$ cat src/rtl/ysyx_sq_if.sv
// ysyx_sq_if: the committed-store queue's bus signals. This covers the ROB
// commit channel, the L1D write channel, the load-forwarding lookup and the
// drain status. The slave modport is the queue; the master modport is its
// environment (ROB, L1D and the load pipe).
`ifndef YSYX_XLEN
`define YSYX_XLEN 32
`endif

interface ysyx_sq_if #(
  parameter int unsigned XLEN = `YSYX_XLEN
) ();
  logic            commit_valid;
  logic [XLEN-1:0] commit_addr;
  logic [XLEN-1:0] commit_data;
  logic [3:0]      commit_walu;
  logic            commit_ready;

  logic            l1d_wvalid;
  logic [XLEN-1:0] l1d_waddr;
  logic [XLEN-1:0] l1d_wdata;
  logic [3:0]      l1d_walu;
  logic            l1d_wready;

  logic [XLEN-1:0] ld_addr;
  logic            ld_hit;
  logic [XLEN-1:0] ld_fwd_data;
  logic            ld_conflict;

  logic            drained;

  modport slave (
    input  commit_valid, commit_addr, commit_data, commit_walu,
    output commit_ready,
    output l1d_wvalid, l1d_waddr, l1d_wdata, l1d_walu,
    input  l1d_wready,
    input  ld_addr,
    output ld_hit, ld_fwd_data, ld_conflict,
    output drained
  );

  modport master (
    output commit_valid, commit_addr, commit_data, commit_walu,
    input  commit_ready,
    input  l1d_wvalid, l1d_waddr, l1d_wdata, l1d_walu,
    output l1d_wready,
    output ld_addr,
    input  ld_hit, ld_fwd_data, ld_conflict,
    input  drained
  );
endinterface

$ cat src/rtl/ysyx_sq.sv
// ysyx_sq: committed-store queue. It buffers committed stores in a circular
// FIFO and drains the head into the L1D write port one entry at a time.
// Younger loads get forwarded data from the youngest matching word, or a
// conflict flag when that youngest match is a partial-word store. A pipeline
// flush never touches this queue, because every entry has already committed.
`ifndef YSYX_XLEN
`define YSYX_XLEN 32
`endif

module ysyx_sq #(
  parameter int unsigned SQ_DEPTH = 4,
  parameter int unsigned XLEN     = `YSYX_XLEN
) (
  input logic       clock,
  input logic       reset,
  ysyx_sq_if.slave  sq
);

  localparam int unsigned IW      = $clog2(SQ_DEPTH);
  localparam logic [IW:0] PTR_ONE = (IW+1)'(1);

  // Pointers carry one extra wrap bit above the index bits, so that full and
  // empty can be told apart when the index bits are equal.
  logic [IW:0]     r_head;
  logic [IW:0]     r_tail;
  logic [XLEN-1:0] r_addr [SQ_DEPTH];
  logic [XLEN-1:0] r_data [SQ_DEPTH];
  logic [3:0]      r_walu [SQ_DEPTH];

  logic            w_empty;
  logic            w_full;
  logic            w_enq;
  logic            w_deq;
  logic [IW:0]     w_count;
  logic [IW-1:0]   w_head_idx;

  logic [IW-1:0]   w_scan_idx;
  logic            w_match_any;
  logic            w_young_full;
  logic [XLEN-1:0] w_young_data;
  logic            w_hit;

  assign w_head_idx = r_head[IW-1:0];
  assign w_empty    = (r_head == r_tail);
  assign w_full     = (r_head[IW-1:0] == r_tail[IW-1:0]) && (r_head[IW] != r_tail[IW]);
  assign w_count    = r_tail - r_head;

  // Readiness comes from registered state only. A slot freed by this cycle's
  // dequeue becomes available to commits in the next cycle.
  assign w_enq = sq.commit_valid && !w_full;
  assign w_deq = !w_empty && sq.l1d_wready;

  // Pointer advance and entry write. Reset clears every entry.
  always_ff @(posedge clock) begin
    if (reset) begin
      r_head <= '0;
      r_tail <= '0;
      for (int unsigned i = 0; i < SQ_DEPTH; i++) begin
        r_addr[i] <= '0;
        r_data[i] <= '0;
        r_walu[i] <= '0;
      end
    end else begin
      if (w_enq) begin
        r_addr[r_tail[IW-1:0]] <= sq.commit_addr;
        r_data[r_tail[IW-1:0]] <= sq.commit_data;
        r_walu[r_tail[IW-1:0]] <= sq.commit_walu;
        r_tail                 <= r_tail + PTR_ONE;
      end
      if (w_deq) begin
        r_head <= r_head + PTR_ONE;
      end
    end
  end

  // Head presentation. The head fields read as zero whenever the queue is
  // empty, so no stale entry reaches the write channel.
  assign sq.commit_ready = !w_full;
  assign sq.l1d_wvalid   = !w_empty;
  assign sq.l1d_waddr    = w_empty ? '0 : r_addr[w_head_idx];
  assign sq.l1d_wdata    = w_empty ? '0 : r_data[w_head_idx];
  assign sq.l1d_walu     = w_empty ? '0 : r_walu[w_head_idx];
  assign sq.drained      = w_empty;

  // Forwarding scan runs from oldest to youngest valid entry. Each later
  // match overrides the earlier ones, so the youngest matching entry decides.
  always_comb begin
    w_scan_idx   = '0;
    w_match_any  = 1'b0;
    w_young_full = 1'b0;
    w_young_data = '0;
    for (int unsigned i = 0; i < SQ_DEPTH; i++) begin
      w_scan_idx = w_head_idx + IW'(i);
      if (((IW+1)'(i) < w_count) &&
          (r_addr[w_scan_idx][XLEN-1:2] == sq.ld_addr[XLEN-1:2])) begin
        w_match_any  = 1'b1;
        w_young_full = (r_walu[w_scan_idx] == 4'hf);
        w_young_data = r_data[w_scan_idx];
      end
    end
  end

  assign w_hit           = w_match_any && w_young_full;
  assign sq.ld_hit       = w_hit;
  assign sq.ld_conflict  = w_match_any && !w_young_full;
  assign sq.ld_fwd_data  = w_hit ? w_young_data : '0;

endmodule
$ cat src/flat_wrapper.sv
// flat-port wrapper written by rule: the top's interface ports become plain ports
module ysyx_sq_flat 
#(
  parameter int unsigned SQ_DEPTH = 4,
  parameter int unsigned XLEN     = `YSYX_XLEN
)
  (clock, reset, sq_commit_valid, sq_commit_addr, sq_commit_data, sq_commit_walu, sq_commit_ready, sq_l1d_wvalid, sq_l1d_waddr, sq_l1d_wdata, sq_l1d_walu, sq_l1d_wready, sq_ld_addr, sq_ld_hit, sq_ld_fwd_data, sq_ld_conflict, sq_drained);
  ysyx_sq_if #(.XLEN(XLEN)) sq_i ();
  input logic clock;
  input logic reset;
  input wire logic [$bits(sq_i.commit_valid)-1:0] sq_commit_valid;
  input wire logic [$bits(sq_i.commit_addr)-1:0] sq_commit_addr;
  input wire logic [$bits(sq_i.commit_data)-1:0] sq_commit_data;
  input wire logic [$bits(sq_i.commit_walu)-1:0] sq_commit_walu;
  output wire logic [$bits(sq_i.commit_ready)-1:0] sq_commit_ready;
  output wire logic [$bits(sq_i.l1d_wvalid)-1:0] sq_l1d_wvalid;
  output wire logic [$bits(sq_i.l1d_waddr)-1:0] sq_l1d_waddr;
  output wire logic [$bits(sq_i.l1d_wdata)-1:0] sq_l1d_wdata;
  output wire logic [$bits(sq_i.l1d_walu)-1:0] sq_l1d_walu;
  input wire logic [$bits(sq_i.l1d_wready)-1:0] sq_l1d_wready;
  input wire logic [$bits(sq_i.ld_addr)-1:0] sq_ld_addr;
  output wire logic [$bits(sq_i.ld_hit)-1:0] sq_ld_hit;
  output wire logic [$bits(sq_i.ld_fwd_data)-1:0] sq_ld_fwd_data;
  output wire logic [$bits(sq_i.ld_conflict)-1:0] sq_ld_conflict;
  output wire logic [$bits(sq_i.drained)-1:0] sq_drained;
  assign sq_i.commit_valid = sq_commit_valid;
  assign sq_i.commit_addr = sq_commit_addr;
  assign sq_i.commit_data = sq_commit_data;
  assign sq_i.commit_walu = sq_commit_walu;
  assign sq_commit_ready = sq_i.commit_ready;
  assign sq_l1d_wvalid = sq_i.l1d_wvalid;
  assign sq_l1d_waddr = sq_i.l1d_waddr;
  assign sq_l1d_wdata = sq_i.l1d_wdata;
  assign sq_l1d_walu = sq_i.l1d_walu;
  assign sq_i.l1d_wready = sq_l1d_wready;
  assign sq_i.ld_addr = sq_ld_addr;
  assign sq_ld_hit = sq_i.ld_hit;
  assign sq_ld_fwd_data = sq_i.ld_fwd_data;
  assign sq_ld_conflict = sq_i.ld_conflict;
  assign sq_drained = sq_i.drained;
  ysyx_sq #(.SQ_DEPTH(SQ_DEPTH), .XLEN(XLEN)) u_core (.clock(clock), .reset(reset), .sq(sq_i));
endmodule
$ cat config.mk
export PLATFORM = sky130hd
export DESIGN_NAME = ysyx_sq_flat
export DESIGN_NICKNAME = d
export VERILOG_FILES = /design/src/rtl/ysyx_sq_if.sv /design/src/rtl/ysyx_sq.sv /design/src/flat_wrapper.sv
export SDC_FILE = /design/constraint.sdc
export NUM_CORES = 1
export LEC_CHECK = 0
export ABC_AREA = 1
export BUFFER_PORTS_ARGS = -buffer_cell sky130_fd_sc_hd__buf_4
export CAP_MARGIN = 20
export CORE_MARGIN = 1
export CORE_UTILIZATION = 40
export DETAILED_ROUTE_END_ITERATION = 12
export GPL_TIMING_DRIVEN = 0
export PLACE_DENSITY = 0.67
export SETUP_SLACK_MARGIN = 0.3
export SYNTH_ARGS = -nofsm -noshare
export SYNTH_HDL_FRONTEND = slang
export SYNTH_SLANG_ARGS = --single-unit
$ cat constraint.sdc
create_clock -name clock -period 23.6 [get_ports clock]
set_clock_uncertainty 0.2 [all_clocks]
set_input_delay 1.18 -clock clock [delete_from_list [all_inputs] [get_ports clock]]
set_output_delay 1.18 -clock clock [all_outputs]
set_load 0.01 [all_outputs]
==> flow_summary.json <==
{
  "p_leak_nw": 11.6,
  "async_flop_share": 0,
  "die_w_um": 233,
  "slowest_stage": "buf_1",
  "rsz0062_at_grt": "false",
  "synthFlopType": "edfxtp_1",
  "cts_tree": "built",
  "status": "finished, final reports clean",
  "gp_congestion": 1.07,
  "synth_most_common_cell": "nand2_1",
  "max-cap-violations": 0,
  "post_cts_resized": 0,
  "grt_max_degree": 51,
  "synth-seq-cells": 280,
  "synthTopCellsByArea": "edfxtp_1 (38%), nand2_1 (19%), nand3_1 (10%)",
  "holdCritPathClass": "reg2reg",
  "met1_length_um": 40200,
  "relSlewSlack": 0.202,
  "slew_viol_final": 0,
  "htree_levels": 1,
  "antenna_left": 0,
  "numClockSinks": 280,
  "std_cell_rows": 84,
  "drc": 0,
  "synth_nets": 3366,
  "drt_iter0_drc": 3654,
  "drive_gt1_frac": 0.113,
  "ir_worst_vdd_mv": 0.0568,
  "min_period_ns": 6.57,
  "crit_family": "buffers and inverters",
  "crit_type": "reg2out",
  "grt_overflow": 0,
  "synth_edf_count": 272,
  "hold_ws_ns": 0.407,
  "hold_violations": 0,
  "max_freq_ghz": 0.152,
  "io_buffers": 205,
  "crit_required_ns": 22.22,
  "pin_count": 209,
  "yosysTopAreaCell": "edfxtp_1",
  "wl_um": 99400,
  "cts_inserted_buffers": 31,
  "period_share": 0.278,
  "worstSetupEndpointType": "primary output",
  "fp.dieH_um": 233,
  "final_core_util": 0.475,
  "cts_root_buffer": "clkbuf_16",
  "grt_use_total": 0.361,
  "first_pass_iters": 6,
  "dp_hpwl_um": 72500,
  "startpoint_type": "flop",
  "grt_pass1_vias": 21893,
  "die_area_um2": 54300,
  "coreArea_um2": 52700,
  "num_vias": 24394,
  "cts.path.max_buffers": 3,
  "worstPathMaxFanout": 10,
  "area_delta_synth_final_pct": 17.1,
  "clk_latency_ns": 0.61,
  "tightest_slew_ns": 1.20,
  "route.met2.wl_um": 41100,
  "grt_pass1_wl_um": 143000,
  "ctsHoldBuffers": 0,
  "yosys-top-cells-count": "nand2_1 (1086), nand3_1 (432), nor2_1 (426), inv_1 (327), edfxtp_1 (272)",
  "top_layer_used": "met4",
  "critPathArrivalTime_ns": 5.19,
  "setup_viol": 0,
  "ys_seq_area_frac": 0.390,
  "yosysTopAreaCellShare": 0.383,
  "crit_chain": "buf_4 -> inv_1 -> buf_4 -> buf_2 -> buf_1 -> ha_1 -> nand3_1 -> clkinv_1 -> clkbuf_1 -> buf_1 -> nor2_1 -> buf_4",
  "powerDensity_nw_per_um2": 89.8,
  "synth.avg_cell_area_um2": 6.55,
  "start_util": 0.405,
  "yosysWarnings": 0,
  "syn_area_um2": 21300,
  "slowest_delay_ns": 0.80,
  "path_buf_inv": 9,
  "finalNetCount": 3613,
  "ys_types": 35,
  "crit_path_frequent_cell": "buf_4",
  "wl_per_cell_um": 23.6,
  "synthCells": 3257,
  "dr_wl_met3_um": 13500,
  "clk_pin_slew_worst_paths_ns": 0.06,
  "via_per_inst": 5.79,
  "antenna_found_initial": 2,
  "finalPower_w": 0.00225,
  "postCtsSetupBuffers": 0,
  "tns_ns": 0
}
==> sequential cells by signal (all words and copies together), names as in the netlist, named ones only <==
signal         cells
u_core.r_addr    128
u_core.r_walu     16
u_core.r_data    128
u_core.r_tail      3
u_core.r_head      3
==> worst reg2reg max path, delay by kind of cell, from the launching register on <==
kind	cells	cell delay, ns
adders and majority gates	1	0.25
buffers and inverters	9	3.76
DFF	1	0.35
and+or+nand+nor	6	1.36
==> per-layer routing <==
| layer | track usage | vias to the layer above |
|---|---|---|
| li1 | - | 11035 |
| met3 | 0.0803 | 253 |
| met2 | 0.525 | 1847 |
| met5 | 0 | - |
| met4 | 0.149 | 0 |
| met1 | 0.514 | 11259 |
==> worst paths after layout <==
kind,startpoint,endpoint,slack (ns),cells past startpoint
worst max-delay path,u_core.r_head[1]$_SDFFE_PP0P_,sq_l1d_waddr[13],17.03,12
worst min-delay path,u_core.r_tail[0]$_SDFFE_PP0P_,u_core.r_tail[0]$_SDFFE_PP0P_,0.41,2
worst max register to register,u_core.r_head[1]$_SDFFE_PP0P_,u_core.r_addr[0][3]$_SDFFCE_PN0P_,17.36,16
worst min register to register,u_core.r_tail[0]$_SDFFE_PP0P_,u_core.r_tail[0]$_SDFFE_PP0P_,0.41,2
==> where the power goes <==
part / internal (W) / switching, W
Combinational: 0.000312 / 0.000825
Sequential: 0.000584 / 0.0000235
Clock: 0.000283 / 0.000218
==> logic make-up (layout without fill, tap and decap cells) <==
| kind of cell | count (synthesis) | in the layout | share of synthesized area |
|---|---|---|---|
| fa+ha+maj | 5 | 5 | 0.00328 |
| buf+inv | 542 | 812 | 0.103 |
| other cells | 0 | 1 | 0 |
| flops | 280 | 280 | 0.390 |
| xor+xnor | 35 | 35 | 0.0144 |
| simple gates | 2029 | 2029 | 0.392 |
| compound gates | 366 | 366 | 0.0966 |
==> cell type report <==
cell class	instances	area, um^2
clock buffers	35	791
clock inverters	21	220
repair buffers	214	1740
fillers	5414	27700
multi-input cells	2435	10900
plain buffers	207	950
well taps	688	861
flip-flops and latches	280	8330
diodes	1	2.50
inverters	335	1260
==> cells in the final DEF (no fill, tap or decap), drive strengths merged, types with 3 or more instances in the layout <==
| master | synthesis | layout |
|---|---|---|
| clkbuf | 106 | 141 |
| ha | 4 | 4 |
| nand4 | 22 | 22 |
| bufinv | 0 | 4 |
| nand2 | 1090 | 1090 |
| clkinvlp | 0 | 3 |
| nand3 | 432 | 432 |
| dfxtp | 8 | 8 |
| nor3 | 6 | 6 |
| o21ai | 186 | 186 |
| inv | 332 | 333 |
| edfxtp | 272 | 272 |
| nor2 | 444 | 444 |
| a21oi | 107 | 107 |
| o211ai | 35 | 35 |
| a32oi | 32 | 32 |
| or2 | 30 | 30 |
| xor2 | 35 | 35 |
| buf | 101 | 315 |
| clkinv | 3 | 16 |
==> metrics by stage <==
step	instances	setup WS (ns)	instance area [um^2]
after floorplan	3257	16.05	21300
after global placement	4150	10.30	23700
after detailed placement	4158	17.55	24000
after CTS	4214	17.26	25000
after global routing	4215	16.99	25000
final	4216	17.03	25000
Note: power is estimated with default switching activity, not from simulation.
